File: config.mk
export PLATFORM = sky130hd
export DESIGN_NAME = jt89_wr_sched
export DESIGN_NICKNAME = d
export VERILOG_FILES = /design/src/rtl/jt89_wr_sched.sv
export SDC_FILE = /design/constraint.sdc
export NUM_CORES = 1
export LEC_CHECK = 0
export CAP_MARGIN = 30
export CORE_ASPECT_RATIO = 0.5
export CORE_MARGIN = 2
export CORE_UTILIZATION = 58
export DETAILED_ROUTE_END_ITERATION = 12
export GPL_TIMING_DRIVEN = 0
export MAX_ROUTING_LAYER = met4
export PLACE_DENSITY = 0.84
export RECOVER_POWER = 100
export SKIP_CTS_REPAIR_TIMING = 1
export SLEW_MARGIN = 0
export SYNTH_ARGS = -nofsm -noshare
export SYNTH_HDL_FRONTEND = slang
export SYNTH_SLANG_ARGS = --single-unit
File: constraint.sdc
create_clock -name clk -period 5.55 [get_ports clk]
set_input_delay 0.555 -clock clk [delete_from_list [all_inputs] [get_ports clk]]
set_output_delay 0.555 -clock clk [all_outputs]
set_load 0.05 [all_outputs]
File: src/rtl/jt89_wr_sched.sv
// ============================================================================
// jt89_wr_sched : two-requester write scheduler, paced PSG write issue and
//                 Game Gear stereo mux register.   Rev 1.0
// ============================================================================
`default_nettype none

module jt89_wr_sched #(
    parameter int         DEPTH   = 4,
    parameter int         WR_GAP  = 32,
    parameter logic [7:0] MUX_RST = 8'hFF
) (
    input  logic       clk,
    input  logic       rst_n,
    input  logic       clk_en,
    input  logic       a_valid,
    input  logic       a_sel,
    input  logic [7:0] a_data,
    output logic       a_ready,
    input  logic       b_valid,
    input  logic       b_sel,
    input  logic [7:0] b_data,
    output logic       b_ready,
    input  logic       mute,
    output logic       psg_wr_n,
    output logic [7:0] psg_din,
    output logic [7:0] mux,
    output logic       busy
);

    localparam int              AW       = (DEPTH > 1) ? $clog2(DEPTH) : 1;
    localparam int              CW       = $clog2(DEPTH + 1);
    localparam int              GW       = (WR_GAP > 0) ? $clog2(WR_GAP + 1) : 1;
    localparam logic [CW-1:0]   FULL_CNT = CW'(DEPTH);
    localparam logic [GW-1:0]   GAP_LOAD = (WR_GAP > 0) ? GW'(WR_GAP - 1) : '0;

    typedef enum logic [1:0] {
        ST_IDLE   = 2'd0,
        ST_STROBE = 2'd1,
        ST_GAP    = 2'd2
    } state_t;

    state_t          state_q, state_d;
    logic [GW-1:0]   gap_q, gap_d;
    logic [AW-1:0]   wr_ptr_q, wr_ptr_d;
    logic [AW-1:0]   rd_ptr_q, rd_ptr_d;
    logic [CW-1:0]   count_q, count_d;
    logic            rr_q, rr_d;
    logic            wr_n_q, wr_n_d;
    logic [7:0]      din_q, din_d;
    logic [7:0]      stereo_q, stereo_d;
    logic [8:0]      mem_q [DEPTH];

    logic            w_full;
    logic            w_empty;
    logic            w_grant_a;
    logic            w_grant_b;
    logic            w_push;
    logic            w_pop;
    logic [8:0]      w_push_entry;
    logic [8:0]      w_pop_entry;

    // rr_q=1 means B is favoured on a tie; readiness looks only at the registered full flag
    assign w_full       = (count_q == FULL_CNT);
    assign w_empty      = (count_q == '0);
    assign w_grant_a    = !w_full && a_valid && (!b_valid || !rr_q);
    assign w_grant_b    = !w_full && b_valid && (!a_valid ||  rr_q);
    assign w_push       = w_grant_a || w_grant_b;
    assign w_push_entry = w_grant_a ? {a_sel, a_data} : {b_sel, b_data};
    assign w_pop        = (state_q == ST_IDLE) && !w_empty;
    assign w_pop_entry  = mem_q[rd_ptr_q];

    always_comb begin
        state_d  = state_q;
        gap_d    = gap_q;
        wr_ptr_d = wr_ptr_q;
        rd_ptr_d = rd_ptr_q;
        count_d  = count_q;
        rr_d     = rr_q;
        wr_n_d   = wr_n_q;
        din_d    = din_q;
        stereo_d = stereo_q;

        if (w_push) begin
            wr_ptr_d = wr_ptr_q + AW'(1);
            rr_d     = w_grant_a;
        end
        if (w_pop) begin
            rd_ptr_d = rd_ptr_q + AW'(1);
        end
        if (w_push && !w_pop) begin
            count_d = count_q + CW'(1);
        end else if (!w_push && w_pop) begin
            count_d = count_q - CW'(1);
        end

        case (state_q)
            ST_IDLE: begin
                if (w_pop) begin
                    if (w_pop_entry[8]) begin
                        stereo_d = w_pop_entry[7:0];
                    end else begin
                        din_d   = w_pop_entry[7:0];
                        wr_n_d  = 1'b0;
                        state_d = ST_STROBE;
                    end
                end
            end
            ST_STROBE: begin
                // release only on an enable cycle so the core sees exactly one write
                if (clk_en) begin
                    wr_n_d = 1'b1;
                    if (WR_GAP == 0) begin
                        state_d = ST_IDLE;
                    end else begin
                        gap_d   = GAP_LOAD;
                        state_d = ST_GAP;
                    end
                end
            end
            ST_GAP: begin
                if (clk_en) begin
                    if (gap_q == '0) begin
                        state_d = ST_IDLE;
                    end else begin
                        gap_d = gap_q - GW'(1);
                    end
                end
            end
            default: begin
                state_d = ST_IDLE;
            end
        endcase
    end

    always_ff @(posedge clk or negedge rst_n) begin
        if (!rst_n) begin
            state_q  <= ST_IDLE;
            gap_q    <= '0;
            wr_ptr_q <= '0;
            rd_ptr_q <= '0;
            count_q  <= '0;
            rr_q     <= 1'b0;
            wr_n_q   <= 1'b1;
            din_q    <= 8'h00;
            stereo_q <= MUX_RST;
        end else begin
            state_q  <= state_d;
            gap_q    <= gap_d;
            wr_ptr_q <= wr_ptr_d;
            rd_ptr_q <= rd_ptr_d;
            count_q  <= count_d;
            rr_q     <= rr_d;
            wr_n_q   <= wr_n_d;
            din_q    <= din_d;
            stereo_q <= stereo_d;
        end
    end

    always_ff @(posedge clk) begin
        if (w_push) begin
            mem_q[wr_ptr_q] <= w_push_entry;
        end
    end

    assign a_ready  = w_grant_a;
    assign b_ready  = w_grant_b;
    assign psg_wr_n = wr_n_q;
    assign psg_din  = din_q;
    assign mux      = mute ? 8'h00 : stereo_q;
    assign busy     = (state_q != ST_IDLE) || !w_empty;

endmodule

`default_nettype wire
Yosys cells after proc, flatten, opt, wreduce, memory -nomap -nowiden
Memory sizes are Yosys's and may differ from the RTL's.
Index checks and enable logic that the tools add are counted.

storage, ports and cells
  register bits = 33
  bits in latches = 0
  memory bits (writable) = 36
  memory bits (read-only) = 0
  input bits = 24
  output and inout bits = 20
  memories = 1

memories
  name   words  bits a word  rd ports  clocked after Yosys merged registers in  write ports  RTL line  source
  mem_q  4      9            1         0                                        1            51        logic [8:0] mem_q [DEPTH];

cells by class
  $add $sub $neg = 5
  $mul = 0
  div/mod/pow operators = 0
  $lt $le $gt $ge = 0
  eq/ne operators = 9
  shift-type cells = 0
  multiplexer cells = 20
  bitwise gates (word level) = 1
  reductions and logical operators = 30

operators with widths
  operator               count
  $mux W6                3
  $ne A2 B2 Y1 const B   6
  $pmux W6 S2            1
  $mux W2                5
  $mux W9                1
  $mux W8                1
  $reduce_and A4 Y1      2
  $reduce_bool A2 Y1     4
  $logic_and A1 B1 Y1    7
  $logic_not A1 Y1       7
  $logic_not A6 Y1       1
  $mux W3                2
  $pmux W2 S3            1
  $reduce_and A3 Y1      2
  $sub A6 B1 Y6 const B  1
  $mux W1                5
  $reduce_and A5 Y1      1
  $add A2 B1 Y2 const B  2
  $logic_or A1 B1 Y1     4
  $add A3 B1 Y3 const B  1
  $eq A3 B3 Y1 const B   1
  $logic_not A3 Y1       1
  $sub A3 B1 Y3 const B  1
  $eq A2 B1 Y1 const B   1
  other kinds (4)        4

Longest topological paths before layout
Gate-level depths: netlist of the first run.

  depth in word-level cells = 9
  mapped depth = 9

Least setup slack after synthesis of the first run
Ideal clock, no wire load.

  path kind = register to register
  start point = reg count_q[0]
  end point = reg count_q[2]
  library setup time = 0.079 ns
  arrival time = 1.919 ns
  required time = 5.471 ns
  setup slack = 3.552 ns
  stages on the path, launching flop included = 10
  buffers on the path = 0
  cells stage by stage = dfrtp_1 nor3_1 nor3_2 inv_1 ha_1 inv_1 fa_1 xor2_1 nor2_1 xor2_1

on the way
  longest elaborated chain between the ends = 8
  elaborated cells on any way between the ends = 19

RTL lines
  what                                                        RTL line  source
  start: declaration                                          46        logic [CW-1:0] count_q, count_d;
  start signal: assignment                                    151       count_q <= count_d;
  $eq A3 B3 Y1                                                63        assign w_full = (count_q == FULL_CNT);
  $logic_not A1 Y1                                            65, 66
  $logic_and A1 B1 Y1, on equally long branches (2 in a row)  65, 66
  $logic_or A1 B1 Y1                                          67        assign w_push = w_grant_a || w_grant_b;
  $logic_not A1 Y1                                            92        end else if (!w_push && w_pop) begin
  $logic_and A1 B1 Y1                                         92
  $reduce_bool A2 Y1 (no line)                                -

Parallel ways exist; a longest one is shown, timed or not. The select of a mux whose other input is x is not followed.
A chain may end at the register's enable or synchronous reset.

Worst setup path after layout of the first run
  start point = in a_valid
  end point = out a_ready

on the way
  longest elaborated chain between the ends = 2

RTL lines
  what                              RTL line  source
  start: declaration                15        input logic a_valid,
  $logic_and A1 B1 Y1 (2 in a row)  65        assign w_grant_a = !w_full && a_valid && (!b_valid || !rr_q);
  end: declaration                  18        output logic a_ready,

Every way passes these cells.

==> results of run 1 <==
cell families (layout without fill, tap and decap cells):
logic type	after synthesis	in the layout	synth area share, %
XOR/XNOR	6	6	1.716
buffers and inverters	19	77	2.411
multiplexers	36	36	16.55
adder cells (fa/ha/maj)	8	8	3.514
AO/OA/AOI/OAI	27	27	5.926
flip-flops	69	69	62.65
AND/OR/NAND/NOR	40	40	7.234
sequential cells by signal, indices dropped and copies added, names as in the netlist, 2 cells and up:
signal and cells:
mem_q 36, psg_din 8, wr_ptr_q 2, count_q 3, stereo_q 8, state_q 2
rd_ptr_q 2, gap_q 6
power groups by stage:
| stage | sequential (mW) | combinational, mW | clock [mW] |
|---|---|---|---|
| 6_report | 0.887 | 0.996 | 0.371 |
| 5_1_grt | 0.911 | 1.08 | 0.402 |
| 4_1_cts | 0.890 | 1.05 | 0.377 |
| 3_5_place_dp | 0.900 | 1.04 | 0 |
| 3_3_place_gp | 0.884 | 1.00 | 0 |
| 2_1_floorplan | 0.988 | 0.650 | 0 |
critical path: stages:
cell	delay [ns]
dlygate4sd3_1	0.60
nand3_1	0.41
inv_1	0.14
dlygate4sd3_1	0.88
Yosys cell counts (2+ instances only):
cell / n
o21ai_0: 5
inv_1: 14
dfrtp_1: 24
xnor2_1: 4
buf_2: 2
nor4_1: 2
a41o_1: 2
edfxtp_1: 36
and2_1: 5
ha_1: 7
nor3_1: 2
clkbuf_1: 3
nand2_1: 8
a21oi_1: 7
mux4_2: 9
nor2_1: 7
dfstp_2: 9
nand3_1: 3
nor2b_1: 8
mux2_2: 27
o22a_1: 2
a21boi_0: 2
xor2_1: 2
cells in the final DEF, fill, tap and decap left out, drive strengths merged, types with 2 or more instances in the layout:
cell type	netlist	final
o21ai	6	6
nor3	3	3
mux2	27	27
clkinv	0	2
nand2	9	9
nor4	2	2
clkdlybuf4s50	0	20
dlygate4sd3	0	21
a21boi	2	2
ha	7	7
nand3	3	3
o22a	2	2
and2	5	5
clkbuf	3	16
mux4	9	9
clkinvlp	0	3
nor2	8	8
xnor2	4	4
xor2	2	2
inv	14	14
a41o	2	2
edfxtp	36	36
dfrtp	24	24
nor2b	8	8
dfstp	9	9
a21oi	7	7
worst max path at each step:
stage | endpoint | slack [ns] | cells past startpoint
after floorplan | count_q[2]$_DFFE_PN0P_ | 3.55 | 9
after global placement | a_ready | 2.52 | 4
after detailed placement | a_ready | 2.50 | 4
after CTS | a_ready | 2.50 | 5
after global routing | a_ready | 2.26 | 4
final | a_ready | 2.41 | 4
area by class of cell:
| cell class | instances | area, um2 | share of cell area, % |
|---|---|---|---|
| Tap cell | 70 | 87.58 | 2.344 |
| Timing Repair Buffer | 42 | 414.1 | 11.09 |
| Clock buffer | 11 | 151.4 | 4.052 |
| Buffer | 5 | 20.02 | 0.5358 |
| Multi-Input combinational cell | 117 | 1057 | 28.30 |
| Sequential cell | 69 | 1918 | 51.34 |
| Clock inverter | 5 | 35.03 | 0.9377 |
| Inverter | 14 | 52.55 | 1.407 |
layer usage:
metal	share of wire (%)	wire length (um)	vias up
met5	0	0	-
met4	2.1	119	0
li1	-	-	868
met1	45	2483	926
met3	4.5	250	9
met2	49	2698	39
stage by stage:
stage	instance area (um2)	util [%]	setup WS, ns
floorplan	3062	-	3.552
global placement	3570	71.40	2.519
detailed placement	3565	71.30	2.502
CTS	3751	75.02	2.500
global route	3736	74.72	2.255
finish	3736	74.72	2.405
==> out/qor.yml, run 1 <==
global_routing:
  met2_usage_pct: 34.12
  grt_pass1_vias: 1943
  grt_max_degree: 34
  antenna_found_initial: 0
  grt_pass1_wl_mm: 9.397
  use_met1_pct: 27.92
  grt.busiest_layer: "met2"
  use_met3_pct: 7.438
  grt-ovfl-total: 0
  track_usage_pct: 22.45
routing:
  drt-vias-per-instance: 5.532
  wl_mm: 5.551
  wire_per_inst_um: 16.67
  drtIter0Drc: 72
  first_pass_iters: 4
  final_antenna_net_count: 0
  drc: 0
  num_vias: 1842
flow_run:
  maxCapViolCount: 1
placement:
  dpl.cell_count: 317
  place.gp.congestion: 0.8344
  port_buffers: 42
  dp_hpwl_mm: 4.021
timing:
  max_slew_margin_pct: -17.43
  fmax_ghz: 0.3180
  finalSetupViolations: 0
  finalClockSkew_ns: 0.007753
  slew_violations: 34
  rsz0062_at_grt: "false"
  min_period_ns: 3.145
  hold_violations: 0
  worst_pin_slew_ns: 1.762
  post-route-period-util_pct: 56.67
  tns_ns: 0
  hold_slack_ns: 0.4770
layout:
  nets: 290
  final_cells: 333
  fillerInstances: 330
  drive_gt1_share_pct: 20.15
  diodes: 0
  area.growth.synth_to_final_pct: 22.03
floorplanning:
  die_w_um: 106.8
  floorplan.die_area_um2: 5911
  boundaryPins: 44
  core_area_um2: 5000
  rows: 18
  die_y_um: 55.38
  initial_core_util_pct: 61.24
yosys:
  synth_seq_cells: 69
  synth_nets: 237
  synth-edff-count: 36
  ys_types: 38
  syn-cell-area_um2: 3062
  async_flop_share_pct: 47.83
  syn_area_per_cell_um2: 14.94
  synth.area.top_cells: "edfxtp_1 (35%), dfrtp_1 (20%), mux2_2 (9.9%)"
  postSynthCellCount: 205
  netlist.area_leader.share_pct: 35.31
  synth_flop_cell: "edfxtp_1"
  yosysWarnings: 0
  yosysTopAreaCell: "edfxtp_1"
  ys_seq_area_share_pct: 62.65
worst_setup_path:
  cp-end-kind: "output port"
  crit_type: "in2out"
  required_ns: 4.99
  critPathLaunch: "a_valid"
  critPathLaunchType: "input pin"
  r2r_start: "count_q[0]$_DFFE_PN0P_"
  critPathMaxFanout: 10
  r2r_end: "psg_din[7]$_DFFE_PN0P_"
  r2r_cells: 5
  cp.arrival_ns: 2.59
  r2r_setup_slack_ns: 3.27
power_and_ir_drop:
  finalPower_mw: 2.254
  combPwrFrac_pct: 44.2
  p_leak_nw: 1.426
  p_per_area_nw_per_um2: 603.2
  p_clk_share_pct: 16.5
  power_frac_seq_pct: 39.4
  ir_drop_uv: 281.7
  p_sw_share_pct: 38.38
  p_switching_uw: 865.0
  p_int_mw: 1.389
run_status:
  status: "complete, but fails checks"
  violations: "max-capacitance violations, max-slew violations"
clocking:
  cts_tree: "yes"
  clockBufferDepth: 2
  numCtsBuffers: 9
  clk_pin_slew_ns: 0.06
  numClockSinks: 69
  clockRootBuffer: "clkbuf_8"
  clk-insertion-delay-late_ns: 0.34
  htreeDepth: 3
min_path:
  min_path_cells: 2
  min_from: "psg_wr_n$_DFFE_PN1P_"
  whs_endpoint: "psg_wr_n$_DFFE_PN1P_"
  hp-class: "reg2reg"
Note: power is estimated with default switching activity, not from simulation.
==> run 2, diff against run 1 <==
--- a/config.mk
+++ b/config.mk
@@ -8,11 +8,11 @@
 export CAP_MARGIN = 30
 export CORE_ASPECT_RATIO = 0.5
 export CORE_MARGIN = 2
-export CORE_UTILIZATION = 58
+export CORE_UTILIZATION = 49
 export DETAILED_ROUTE_END_ITERATION = 12
 export GPL_TIMING_DRIVEN = 0
 export MAX_ROUTING_LAYER = met4
-export PLACE_DENSITY = 0.84
+export PLACE_DENSITY = 0.76
 export RECOVER_POWER = 100
 export SKIP_CTS_REPAIR_TIMING = 1
 export SLEW_MARGIN = 0
==> constraint.sdc (replaced) <==
create_clock -name clk -period 2.6 [get_ports clk]
set_input_delay 0.26 -clock clk [delete_from_list [all_inputs] [get_ports clk]]
set_output_delay 0.26 -clock clk [all_outputs]
set_load 0.05 [all_outputs]
==> run 2 against run 1 <==
Compared with the run above:
- the run still ends with max-capacitance violations, max-slew violations left
- global-route usage shrank 2.5 points
- hold slack worse by 0.092 ns
- highest routed layer unchanged
- final cell count is 5.4% higher
- critical endpoint is now busy
- sequential power grew 110%
- largest power group unchanged
- worst setup slack got worse by 2.2 ns
- clock power grew to 3.6 times the previous value
- largest cell class unchanged
==> out/qor.yml, run 2 (same netlist as run 1, synthesis figures left out) <==
run_status:
  status: "complete, but fails checks"
  violations: "max-capacitance violations, max-slew violations"
layout:
  multi_input_area_um2: 1057  # unchanged
  layout_commonest_cell: "edfxtp_1"
  nets: 290  # unchanged
  diodes: 0  # unchanged
  layout_common_cells: "edfxtp_1 (36), dfrtp_1 (24), clkdlybuf4s50_1 (22)"
  regMostFlops: "mem_q"
  layout.area.seq_um2: 1918  # unchanged
  area.growth.synth_to_final_pct: 27.09
  drive_gt1_share_pct: 20.53  # +0.38 points
  fillerInstances: 461  # +40%
  largest_reg_flops: 36  # unchanged
clocking:
  clk-insertion-delay-late_ns: 0.33  # about the same
  clk_pin_slew_ns: 0.06  # about the same
  clockRootBuffer: "clkbuf_16"
  numCtsBuffers: 9  # unchanged
  clockBufferDepth: 2  # unchanged
  numClockSinks: 69  # unchanged
  cts_tree: "yes"
  htreeDepth: 3  # unchanged
worst_setup_path:
  r2r_setup_slack_ns: 0.31  # -2.96 ns
  critPathMaxFanout: 10  # unchanged
  r2r_end: "psg_din[5]$_DFFE_PN0P_"
  slowest_stage: "clkdlybuf4s50_1"
  required_ns: 2.34  # -2.65 ns
  r2r_start: "count_q[0]$_DFFE_PN0P_"
  crit_type: "reg2out"
  cp-end-kind: "output port"
  crit_chain: "clkbuf_1 -> nor2_1 -> nand2_1 -> clkdlybuf4s50_1"
  critPathLaunchType: "register"
  cp.arrival_ns: 2.14  # -0.45 ns
  r2r_cells: 5  # unchanged
  max_stage_delay_ns: 0.79  # -0.09 ns
routing:
  first_pass_iters: 4  # unchanged
  num_vias: 1866  # +1.3%
  drc: 0  # unchanged
  wl_mm: 5.808  # +4.6%
  wire_per_inst_um: 16.55  # -0.74%
  drtIter0Drc: 109  # +51%
  drt-vias-per-instance: 5.316  # -3.9%
  final_antenna_net_count: 0  # unchanged
power_and_ir_drop:
  finalPower_mw: 5.353  # +140%
  p_int_mw: 3.411  # +150%
  p_leak_nw: 1.487  # +4.3%
  power_frac_seq_pct: 35.4  # -4.0 points
  p_clk_share_pct: 24.6  # +8.1 points
  p_sw_share_pct: 36.27  # -2.1 points
  ir_drop_uv: 594.8  # +110%
  combPwrFrac_pct: 40.0  # -4.2 points
  p_switching_mw: 1.941  # +120%
  p_per_area_nw_per_um2: 1376  # +130%
timing:
  finalSetupViolations: 0  # unchanged
  slew_violations: 34  # unchanged
  post-route-period-util_pct: 92.22
  fmax_ghz: 0.4171
  worst_pin_slew_ns: 1.749  # -0.01284 ns
  hold_slack_ns: 0.3846  # -0.09240 ns
  min_period_ns: 2.398
  finalClockSkew_ns: 0.006095  # -0.001657 ns
  rsz0062_at_grt: "false"
  hold_violations: 0  # unchanged
  setup_slack_ns: 0.2023  # -2.203 ns
  max_slew_margin_pct: -16.58  # +0.86 points
global_routing:
  grt_max_degree: 34  # unchanged
  antenna_found_initial: 0  # unchanged
  grt_pass1_wl_mm: 9.473  # +0.81%
  grt-ovfl-total: 0  # unchanged
  grt_pass1_vias: 1910  # -1.7%
  track_usage_pct: 20.00  # -2.5 points
floorplanning:
  rows: 20  # +2
  die_w_um: 115.8  # +8.5%
  core_area_um2: 6056  # +21%
  die_y_um: 59.90  # +8.2%
  initial_core_util_pct: 50.56  # -11 points
  floorplan.die_area_um2: 6935  # +17%
  boundaryPins: 44  # unchanged
placement:
  port_buffers: 42  # unchanged
  place.gp.congestion: 0.8855  # +6.1%
  dpl_worst_slack_ns: 0.1373  # -2.365 ns
  dp_hpwl_mm: 3.800  # -5.5%
min_path:
  hp-class: "in2async"
flow_run:
  maxCapViolCount: 1  # unchanged
[run 2: cell types whose count changed in the layout (fill, tap and decap cells not counted)]
cell | before | now
bufinv_16 | 0 | 2
clkinv_4 | 1 | 2
clkinv_1 | 1 | 0
clkbuf_1 | 5 | 6
clkbuf_8 | 11 | 0
dlygate4sd3_1 | 21 | 18
clkbuf_16 | 0 | 9
clkdlybuf4s50_1 | 20 | 22
[run 2: cell type report]
class / instances / area share, %
multi-input cells: 117 / 27.17
well taps: 88 / 2.830
clock buffers: 9 / 5.788
plain buffers: 5 / 0.5145
clock inverters: 7 / 2.572
flip-flops and latches: 69 / 49.29
inverters: 14 / 1.350
repair buffers: 42 / 10.48
[run 2: power groups by stage]
stage,logic [mW],clock network [mW],registers [mW]
after floorplan,1.39,0,2.11
after global placement,2.16,0,1.89
after detailed placement,2.23,0,1.92
after CTS,2.26,1.33,1.91
after global routing,2.32,1.37,1.95
final,2.14,1.32,1.90
[run 2: worst max-delay path, delay by kind of cell (launching register included)]
family | cells | cell delay (ns)
simple gates | 2 | 0.17
buf+inv | 2 | 1.17
flops | 1 | 0.46
[run 2: per-stage QoR]
step,instance area (um2),TNS [ns],util [%],std cells
after floorplan,3062,0,-,205
after global placement,3592,0,59.32,335
after detailed placement,3587,0,59.24,335
after CTS,3913,-0.1136,64.61,351
after global routing,3891,0,64.26,351
final,3891,0,64.26,351
[run 2: worst max-delay path by stage]
stage,startpoint,cells after the start,slack [ns],end
after floorplan,count_q[0]$_DFFE_PN0P_,9,0.60,count_q[2]$_DFFE_PN0P_
after global placement,a_valid,4,0.16,a_ready
after detailed placement,a_valid,4,0.14,a_ready
after CTS,count_q[0]$_DFFE_PN0P_,5,-0.11,a_ready
after global routing,state_q[1]$_DFFE_PN0P_,4,0.05,busy
final,state_q[1]$_DFFE_PN0P_,4,0.20,busy
[run 2: per-layer routing]
layer	routed length (um)	track usage, %	up-vias
li1	-	-	866
met1	2492	24.81	944
met2	2935	30.41	54
met3	359	8.316	2
met4	21	6.293	0
met5	0	-	-
==> run 3, diff against run 2 <==
--- a/config.mk
+++ b/config.mk
@@ -8,11 +8,11 @@
 export CAP_MARGIN = 30
 export CORE_ASPECT_RATIO = 0.5
 export CORE_MARGIN = 2
-export CORE_UTILIZATION = 49
+export CORE_UTILIZATION = 54
 export DETAILED_ROUTE_END_ITERATION = 12
 export GPL_TIMING_DRIVEN = 0
 export MAX_ROUTING_LAYER = met4
-export PLACE_DENSITY = 0.76
+export PLACE_DENSITY = 0.79
 export RECOVER_POWER = 100
 export SKIP_CTS_REPAIR_TIMING = 1
 export SLEW_MARGIN = 0
==> constraint.sdc (replaced) <==
create_clock -name clk -period 2.75 [get_ports clk]
set_input_delay 0.275 -clock clk [delete_from_list [all_inputs] [get_ports clk]]
set_output_delay 0.275 -clock clk [all_outputs]
set_load 0.05 [all_outputs]
==> run 3 against run 2 <==
Compared with the run above:
- the flow still finishes with violations (max-capacitance violations, max-slew violations)
- sequential cell count unchanged
- routed wire length up 2.6%
- global-route usage up 2.0 points
- hold slack better by 0.016 ns
- first-iteration DRC count down 9.2%
- largest power group unchanged
- clock power down 12%
- clock skew about the same
- via count down 1.3%
- critical path depth up 1
- total power down 6.6%
- sequential share of layout area up 0.37 points
==> out/qor.yml, run 3 (same netlist as run 1, synthesis figures left out) <==
placement:
  dpl_worst_slack_ns: 0.2600  # +0.1227 ns
  dp_hpwl_mm: 3.977  # +4.7%
  place.gp.congestion: 0.8272  # -6.6%
  port_buffers: 42  # unchanged
clocking:
  numCtsBuffers: 9  # unchanged
  cts_tree: "yes"
  clk_pin_slew_ns: 0.06  # about the same
  clockBufferDepth: 2  # unchanged
  clk-insertion-delay-late_ns: 0.33  # about the same
  htreeDepth: 3  # unchanged
  numClockSinks: 69  # unchanged
  clockRootBuffer: "clkbuf_16"
run_status:
  status: "complete, but fails checks"
  violations: "max-capacitance violations, max-slew violations"
global_routing:
  grt_max_degree: 34  # unchanged
  grt-ovfl-total: 0  # unchanged
  grt_pass1_wl_mm: 10.12  # +6.9%
  grt_pass1_vias: 2025  # +6.0%
  track_usage_pct: 22.05  # +2.0 points
  antenna_found_initial: 0  # unchanged
timing:
  finalClockSkew_ns: 0.006142  # +0.00004629 ns
  post-route-period-util_pct: 91.72
  hold_violations: 0  # unchanged
  min_period_ns: 2.522
  setup_slack_ns: 0.2276  # +0.02533 ns
  finalSetupViolations: 0  # unchanged
  tns_ns: 0  # unchanged
  worst_pin_slew_ns: 1.838  # +0.08938 ns
  max_slew_margin_pct: -22.54  # -6.0 points
  fmax_ghz: 0.3964
  rsz0062_at_grt: "false"
  hold_slack_ns: 0.4002  # +0.01564 ns
  slew_violations: 34  # unchanged
layout:
  drive_gt1_share_pct: 20.53  # unchanged
  nets: 290  # unchanged
  largest_reg_flops: 36  # unchanged
  fillerInstances: 392  # -15%
  diodes: 0  # unchanged
  layout_common_cells: "edfxtp_1 (36), dfrtp_1 (24), clkdlybuf4s50_1 (21)"
  layout_commonest_cell: "edfxtp_1"
  regMostFlops: "mem_q"
  area.growth.synth_to_final_pct: 26.15
power_and_ir_drop:
  p_int_mw: 3.148  # -7.7%
  power_frac_seq_pct: 36.0  # +0.6 points
  ir_drop_uv: 542.2  # -8.9%
  finalPower_mw: 4.998  # -6.6%
  combPwrFrac_pct: 40.8  # +0.8 points
  p_sw_share_pct: 37.00  # +0.74 points
  p_clk_share_pct: 23.2  # -1.4 points
  p_switching_mw: 1.849  # -4.7%
  p_per_area_nw_per_um2: 1294  # -5.9%
  p_leak_nw: 1.490  # +0.17%
worst_setup_path:
  cp.arrival_ns: 2.25  # +0.11 ns
  critPathMaxFanout: 10  # unchanged
  crit_type: "reg2out"
  r2r_start: "rd_ptr_q[1]$_DFFE_PN0P_"
  r2r_cells: 4  # -1
  r2r_setup_slack_ns: 0.35  # +0.04 ns
  cp-end-kind: "output port"
  required_ns: 2.48  # +0.14 ns
  critPathLaunchType: "register"
  r2r_end: "psg_din[1]$_DFFE_PN0P_"
min_path:
  hp-class: "in2reg"
  min_path_cells: 3
  min_from: "clk_en"
  whs_endpoint: "psg_wr_n$_DFFE_PN1P_"
routing:
  final_antenna_net_count: 0  # unchanged
  wl_mm: 5.959  # +2.6%
  first_pass_iters: 4  # unchanged
  wire_per_inst_um: 17.74  # +7.2%
  drt-vias-per-instance: 5.482  # +3.1%
  drtIter0Drc: 99  # -9.2%
  num_vias: 1842  # -1.3%
  drc: 0  # unchanged
floorplanning:
  die_w_um: 110.5  # -4.6%
  die_y_um: 57.25  # -4.4%
  core_area_um2: 5468  # -9.7%
  boundaryPins: 44  # unchanged
  rows: 19  # -5.0%
  initial_core_util_pct: 56.00  # +5.4 points
  floorplan.die_area_um2: 6325  # -8.8%
flow_run:
  maxCapViolCount: 1  # unchanged
==> run 3: cell count changes in the layout (fill, tap and decap cells not counted) <==
cell,delta
nand3_1,-1
clkbuf_1,-1
nand3_2,+1
clkinvlp_4,-2
bufinv_16,-1
clkdlybuf4s50_1,-1
nand2_2,-1
nand2_1,+1
inv_6,+3
dlygate4sd3_1,+2
==> run 3: worst max-delay path, cell delays in order (launching register included) <==
cell and delay, ns:
dfrtp_1 0.44, nor2_1 0.06, nand2_1 0.16, nand3_2 0.27, inv_1 0.11, dlygate4sd3_1 0.88
==> run 3: stage by stage <==
step                      std cells  cell area (um2)  util [%]
final                           336             3862     70.64
after global routing            336             3862     70.64
after CTS                       336             3875     70.87
after detailed placement        320             3568     65.26
after global placement          320             3573     65.35
after floorplan                 205             3062         -
==> run 3: area by class of cell <==
cell class | instances | area (um2) | area share (%)
Buffer | 5 | 20.02 | 0.5183
Clock buffer | 9 | 225.2 | 5.831
Clock inverter | 7 | 81.33 | 2.106
Inverter | 14 | 52.55 | 1.361
Multi-Input combinational cell | 117 | 1060 | 27.44
Sequential cell | 69 | 1918 | 49.66
Tap cell | 73 | 91.34 | 2.365
Timing Repair Buffer | 42 | 414.1 | 10.72
==> run 3: power groups by stage <==
stage / sequential (mW) / clock [mW] / combinational [mW]
6_report: 1.80 / 1.16 / 2.04
5_1_grt: 1.85 / 1.23 / 2.22
4_1_cts: 1.81 / 1.18 / 2.14
3_3_place_gp: 1.79 / 0 / 2.04
2_1_floorplan: 1.99 / 0 / 1.31
3_5_place_dp: 1.82 / 0 / 2.11
==> run 3: how the worst max path moves through the flow <==
stage	end	slack (ns)	startpoint
global placement	a_ready	0.31	a_valid
finish	a_ready	0.23	count_q[0]$_DFFE_PN0P_
floorplan	count_q[2]$_DFFE_PN0P_	0.75	count_q[0]$_DFFE_PN0P_
detailed placement	a_ready	0.26	a_valid
CTS	a_ready	0.11	count_q[0]$_DFFE_PN0P_
global route	a_ready	0.10	count_q[0]$_DFFE_PN0P_
==> run 3: per-layer routing <==
metal / GRT usage (%) / vias to the layer above / routed length (um)
met2: 35.41 / 39 / 2962
met3: 7.970 / 2 / 235
met4: 5.714 / 0 / 27
li1: - / 869 / -
met5: - / - / 0
met1: 27.23 / 932 / 2733
